[config.mk]
export PLATFORM = sky130hd
export DESIGN_NAME = conv_dot_pipe
export DESIGN_NICKNAME = d
export VERILOG_FILES = /design/src/rtl/conv_dot_pipe.sv
export SDC_FILE = /design/constraint.sdc
export NUM_CORES = 2
export LEC_CHECK = 0
export BUFFER_PORTS_ARGS = -buffer_cell sky130_fd_sc_hd__clkbuf_2
export CAP_MARGIN = 20
export CORE_ASPECT_RATIO = 0.8
export CORE_MARGIN = 5
export CORE_UTILIZATION = 52
export DETAILED_ROUTE_END_ITERATION = 10
export PLACE_DENSITY_LB_ADDON = 0.08
export SETUP_SLACK_MARGIN = 0.5
export SYNTH_ARGS = -nofsm -noshare
export SYNTH_HDL_FRONTEND = slang
export SYNTH_SLANG_ARGS = --single-unit
[constraint.sdc]
create_clock -name clk -period 8.6 [get_ports clk]
set_input_delay 0.86 -clock clk [delete_from_list [all_inputs] [get_ports clk]]
set_output_delay 0.86 -clock clk [all_outputs]
set_load 0.02 [all_outputs]
[src/rtl/conv_dot_pipe.sv]
// rtl/conv_dot_pipe.sv - pipelined multi-channel dot-product engine with per-beat weight snapshot
// Beats enter S0, flow through product/partial/final-sum stages, and leave through a stallable output register.
module conv_dot_pipe #(
  parameter int DW     = 4,
  parameter int CH     = 2,
  parameter int K      = 16,
  parameter int SIGNED = 0,
  localparam int OW    = 2*DW + $clog2(CH*K)
) (
  input  logic               clk,
  input  logic               rst_n,
  input  logic               in_valid,
  output logic               in_ready,
  input  logic [CH*K*DW-1:0] in_ifm,
  input  logic               weight_valid,
  input  logic [CH*K*DW-1:0] in_weight,
  output logic               out_valid,
  input  logic               out_ready,
  output logic [OW-1:0]      out_ofm
);

  localparam int N  = CH*K;
  localparam int PW = 2*DW;
  localparam int EW = OW - PW;

  logic [N*DW-1:0] w_q;
  logic [N*DW-1:0] ifm_s0;
  logic [N*DW-1:0] wt_s0;
  logic            v0;
  logic            v1;
  logic            v2;
  logic            v3;
  logic [PW-1:0]   prod_d [N];
  logic [PW-1:0]   prod_q [N];
  logic [OW-1:0]   part_d [CH];
  logic [OW-1:0]   part_q [CH];
  logic [OW-1:0]   sum_d;
  logic [OW-1:0]   sum_q;
  logic            stall;

  assign stall    = out_valid & ~out_ready;
  assign in_ready = ~stall;

  // Extending both operands to 2*DW first makes the low 2*DW bits of the product
  // correct for either signedness, so one multiplier shape serves both modes.
  function automatic logic [PW-1:0] mul(input logic [DW-1:0] a, input logic [DW-1:0] b);
    logic [PW-1:0] ax;
    logic [PW-1:0] bx;
    if (SIGNED != 0) begin
      ax = {{DW{a[DW-1]}}, a};
      bx = {{DW{b[DW-1]}}, b};
    end else begin
      ax = {{DW{1'b0}}, a};
      bx = {{DW{1'b0}}, b};
    end
    return ax * bx;
  endfunction

  function automatic logic [OW-1:0] widen(input logic [PW-1:0] p);
    if (SIGNED != 0) return {{EW{p[PW-1]}}, p};
    else             return {{EW{1'b0}}, p};
  endfunction

  always_comb begin
    for (int i = 0; i < N; i++) begin
      prod_d[i] = mul(ifm_s0[i*DW +: DW], wt_s0[i*DW +: DW]);
    end
  end

  always_comb begin
    for (int c = 0; c < CH; c++) begin
      part_d[c] = '0;
      for (int e = 0; e < K; e++) begin
        part_d[c] = part_d[c] + widen(prod_q[c*K + e]);
      end
    end
  end

  always_comb begin
    sum_d = '0;
    for (int c = 0; c < CH; c++) begin
      sum_d = sum_d + part_q[c];
    end
  end

  // Weight register follows weight_valid regardless of stall.
  always_ff @(posedge clk or negedge rst_n) begin
    if (!rst_n) begin
      w_q <= '0;
    end else if (weight_valid) begin
      w_q <= in_weight;
    end
  end

  always_ff @(posedge clk or negedge rst_n) begin
    if (!rst_n) begin
      v0        <= 1'b0;
      v1        <= 1'b0;
      v2        <= 1'b0;
      v3        <= 1'b0;
      ifm_s0    <= '0;
      wt_s0     <= '0;
      sum_q     <= '0;
      out_valid <= 1'b0;
      out_ofm   <= '0;
      for (int i = 0; i < N; i++) prod_q[i] <= '0;
      for (int c = 0; c < CH; c++) part_q[c] <= '0;
    end else if (!stall) begin
      // Snapshot the weights that apply to this beat, including a same-cycle update.
      v0     <= in_valid;
      ifm_s0 <= in_valid ? in_ifm : '0;
      wt_s0  <= in_valid ? (weight_valid ? in_weight : w_q) : '0;

      v1 <= v0;
      for (int i = 0; i < N; i++) prod_q[i] <= v0 ? prod_d[i] : '0;

      v2 <= v1;
      for (int c = 0; c < CH; c++) part_q[c] <= v1 ? part_d[c] : '0;

      v3    <= v2;
      sum_q <= v2 ? sum_d : '0;

      out_valid <= v3;
      out_ofm   <= v3 ? sum_q : '0;
    end
  end

endmodule
# Word-level counts from Yosys, hierarchy flattened

Cells that the tools add are included.

Bits in latches: 0
Register bits: 697
Bits in writable memories: 0
Word-level logic and storage cells: 149
Bits in read-only memories: 0
Output and inout port bits: 15
Input port bits: 261
Memories kept: 0

Eq/ne operators: 0
Multiplexer cells: 39
Divide/modulo/power cells: 0
Shifts and indexed selects: 0
$lt $le $gt $ge: 0
Reductions and logical operators: 0
Multiply operators: 32
Bitwise gates (word level): 3
$add $sub $neg: 31

Operators with widths:

| cell                      | count |
|---|---|
| 2-to-1 mux 128 bit        | 3 |
| adder 13 x 8 -> 13 bit    | 20 |
| multiplier 4 x 4 -> 8 bit | 32 |
| 2-to-1 mux 8 bit          | 32 |
| 2-to-1 mux 13 bit         | 4 |
| adder 12 x 8 -> 13 bit    | 2 |
| adder 11 x 8 -> 12 bit    | 2 |
| adder 10 x 8 -> 11 bit    | 2 |
| adder 9 x 8 -> 10 bit     | 2 |
| adder 8 x 8 -> 9 bit      | 2 |
| adder 13 bit              | 1 |
| NOT 1 bit                 | 2 |
| bitwise AND 1 bit         | 1 |

# Logic depth before layout (Yosys ltp)

Word-level depth: 16
Gate-level depth with buffers: 19
Mapped depth without buffers: 19

# Least setup slack after synthesis

OpenSTA, ideal clock, no wires.

Path type: register -> register
From: reg prod_q[50] in the netlist's numbering
To: reg part_q[10] in the netlist's numbering
Stages on the path, launching flop included: 18
Path buffers: 0
Path slack: 3.443 ns
Data required time: 8.466 ns
Period minus slack after synthesis: 5.157 ns
Data arrival time: 5.024 ns
Setup time: 0.134 ns
Cells stage by stage: dfrtp_1 > fa_1 > inv_1 > fa_1 > inv_1 > fa_1 > fa_1 > fa_1 > inv_1 > fa_1 > inv_1 > ha_1 > fa_1 > a211oi_1 > o21bai_1 > a31oi_1 > xor2_1 > o31ai_1

Longest elaborated chain between the ends: 8

RTL lines:

| item                                 | line | RTL |
|---|---|---|
| from (decl)                          | 34   | `logic [PW-1:0] prod_q [N];` |
| adder 13 x 8 -> 13 bit (7 in series) | 74   | `part_d[c] = part_d[c] + widen(prod_q[c*K + e]);` |
| 2-to-1 mux 13 bit                    | 118  | `for (int c = 0; c < CH; c++) part_q[c] <= v1 ? part_d[c] : '0;` |
| to (decl)                            | 36   | `logic [OW-1:0] part_q [CH];` |

No other way between the ends.
A chain may end at the register's enable or synchronous reset.

# Worst setup path after layout

Same ends and word-level chain as after synthesis.

==> flow_summary.ini <==
[detailed_routing]
routed_wl_um = 107400
vias = 33110
drt.antenna.violating_nets = 0
drtIter0Drc = 2199
vias_per_cell = 5.237
drc_errors = 0
wl_per_cell_um = 16.99
detail_route.first_pass.iterations = 5

[job]
maxCapViolCount = 0

[cts]
ctsHoldBuffers = 0
path_clk_slew_ns = 0.06
tritoncts = yes
postCtsSetupRepairBufs = 0
htree_levels = 3
cts_buffer_depth = 3
root_buffer = clkbuf_16
clock_latency_ns = 0.64
cts_made_buffers = 78
cts_resized = 0
clock_sinks = 697

[critical_path]
crit_path_max_fanout = 3
worstSetupStartpoint = prod_q[50]
reg2reg_slack_ns = 3.05
critical_path_class = flop to flop
reg2reg_depth = 17
r2r-end = part_q[10]
critical_path_arrival_ns = 6.04
crit_required_ns = 9.09
cp-start-kind = flop
cp-end-kind = flop
r2r-start = prod_q[50]

[synth]
synth-simple-area-share_pct = 16.40
synth_compound_area_share_pct = 7.479
syn_avg_cell_area_um2 = 9.610
synth_ff_type = dfrtp_1
synth_cells = 4876
synth_fa_ha_area_share_pct = 26.44
ys_ff_latch = 697
synth_warnings = 0
async_flop_share_pct = 100.0
synth_top_family_by_area = adder cells
synth-xor-area-share_pct = 2.206
syn_area_mm2 = 0.04686
syn_nets = 5920
synth-seq-area-share_pct = 37.22
synth-edff-count = 0
synthMuxAreaShare_pct = 3.097
synth.distinct_cells = 51

[place]
port_buffers = 275
gp_congestion = 0.8364
dpl.hpwl_um = 78540

[die]
fp.dieW_um = 345.6
rows = 98
core_area_mm2 = 0.08939
die_h_um = 278.5
dieArea_mm2 = 0.09625
ios = 276
start_util_pct = 52.42

[grt]
antenna_found_initial = 0
grt_first_pass_wirelength_um = 181700
grt_overflow_total = 0
grt_usage_pct = 22.93
grt_pass1_vias = 34070
grt_max_degree = 202

[final_layout]
final_cell_mix = nand2_1 (1,047), dfrtp_1 (696), inv_1 (688), ha_1 (438), nand3_1 (378)
final_util_pct = 58.15
antenna_cells = 0
syn2layout_area_growth_pct = 10.93
final_common_cell = nand2_1
nFillCells = 7899
drive_gt1_share_pct = 10.89
nNetsFinal = 6105

[timing]
drv_slew = 0
fmax_mhz = 180.3
grt_setup_unrepaired = no
finalSetupViolCount = 0
period_needed_ns = 5.547
fin_setup_tns_ns = 0
min_period_over_period_pct = 64.51
fin_worst_skew_ns = 0.01689
maxSlewHeadroom_pct = 29.63
worst_pin_slew_ns = 1.056
report.final.hold_viol_count = 0

[pwr]
clock_power_share_pct = 25.1
power.density_mw_per_mm2 = 273.5
p_seq_share_pct = 30.8
vdd_drop_max_uv = 417.1
comb_power_share_pct = 44.1
p_int_mw = 8.437
p_sw_share_pct = 40.66
p_sw_mw = 5.782
leakagePower_nw = 27.66

[run_status]
status = finished clean

[hold_path]
hold_class = input pin to asynchronous set/reset pin
## cell type report
cell class / count / area [um2] / share of cell area [%]
clock buffer: 109 / 2252 / 4.333
clock inverter: 33 / 466.7 / 0.8978
inverter: 690 / 2599 / 4.999
multi-input combinational: 3297 / 26080 / 50.16
sequential: 697 / 17450 / 33.56
tap: 1200 / 1501 / 2.888
timing repair buffer: 297 / 1642 / 3.158
## cell usage after synthesis (all sizes together), types with 6 or more instances
| library cell | count | area, um2 |
|---|---|---|
| o31ai | 76 | 570.6 |
| nand3 | 378 | 1892 |
| and2 | 256 | 1602 |
| xnor2 | 102 | 893.4 |
| buf | 50 | 222.7 |
| inv | 690 | 2590 |
| mux2 | 128 | 1441 |
| nand4 | 13 | 81.33 |
| dfrtp | 697 | 17440 |
| xor2 | 16 | 140.1 |
| nor2 | 6 | 22.52 |
| o21ai | 153 | 765.7 |
| clkbuf | 142 | 543.0 |
| nand2 | 1047 | 3930 |
| a21oi | 111 | 559.3 |
| a21o | 73 | 548.0 |
| ha | 438 | 5480 |
| o211ai | 60 | 450.4 |
| a22o | 38 | 332.8 |
| fa | 345 | 6907 |
| a32o | 6 | 60.06 |
## power groups by stage
stage | clock, mW | sequential [mW] | combinational, mW
3_5_place_dp | 0 | 4.43 | 6.30
3_3_place_gp | 0 | 4.42 | 6.17
6_report | 3.57 | 4.38 | 6.27
5_1_grt | 3.79 | 4.47 | 7.28
2_1_floorplan | 0 | 4.22 | 4.70
4_1_cts | 3.65 | 4.38 | 6.35
## how the worst max path moves through the flow
| stage | endpoint | slack, ns | cells past startpoint |
|---|---|---|---|
| floorplan | part_q[10] | 3.44 | 17 |
| global placement | part_q[10] | 3.16 | 17 |
| detailed placement | part_q[10] | 3.08 | 17 |
| CTS | part_q[10] | 3.05 | 17 |
| global route | part_q[10] | 2.75 | 17 |
| finish | part_q[10] | 3.05 | 17 |
## worst max-delay path: stages (launching register included)
cell,delay [ns]
dfrtp_1,0.40
fa_1,0.55
inv_1,0.05
fa_1,0.49
inv_1,0.05
fa_1,0.59
fa_1,0.45
fa_1,0.50
inv_1,0.05
fa_1,0.48
inv_1,0.04
ha_1,0.22
fa_1,0.49
a211oi_1,0.42
o21bai_1,0.14
a31oi_1,0.21
xor2_1,0.18
o31ai_1,0.08
## through the flow
stage                     hold WS (ns)  worst slack [ns]  power, mW  area (um2)  instances
final                           0.2516             3.053      14.22       51980       6323
after CTS                       0.2836             3.046      14.39       51980       6323
after global routing            0.3055             2.754      15.54       51980       6323
after detailed placement        0.4574             3.083      10.73       49260       6181
after global placement          0.4507             3.160      10.59       49260       6181
after floorplan                 0.4384             3.443      8.919       46860       4876
## flip-flops by register name (all words and copies together) (netlist names)
register / flops
v1: 1
out_valid: 1
w_q: 128
ifm_s0: 128
v0: 1
part_q: 26
wt_s0: 128
prod_q: 256
out_ofm: 13
v3: 1
v2: 1
sum_q: 13
## per-layer routing
metal,track usage [%],vias up,part of all wire (%)
met5,0,-,0
met1,35.62,16340,50
li1,-,16050,-
met4,4.553,0,2.0
met2,33.61,604,42
met3,4.615,118,5.4
## cells by family (layout without fill, tap and decap cells)
logic type	after synthesis	in the layout
compound gates	543	543
xor+xnor	118	118
fa+ha+maj	783	783
buf+inv	882	1129
flops	697	697
mux	129	129
simple gates	1724	1724
No activity file was read; power rests on OpenSTA's default activity.
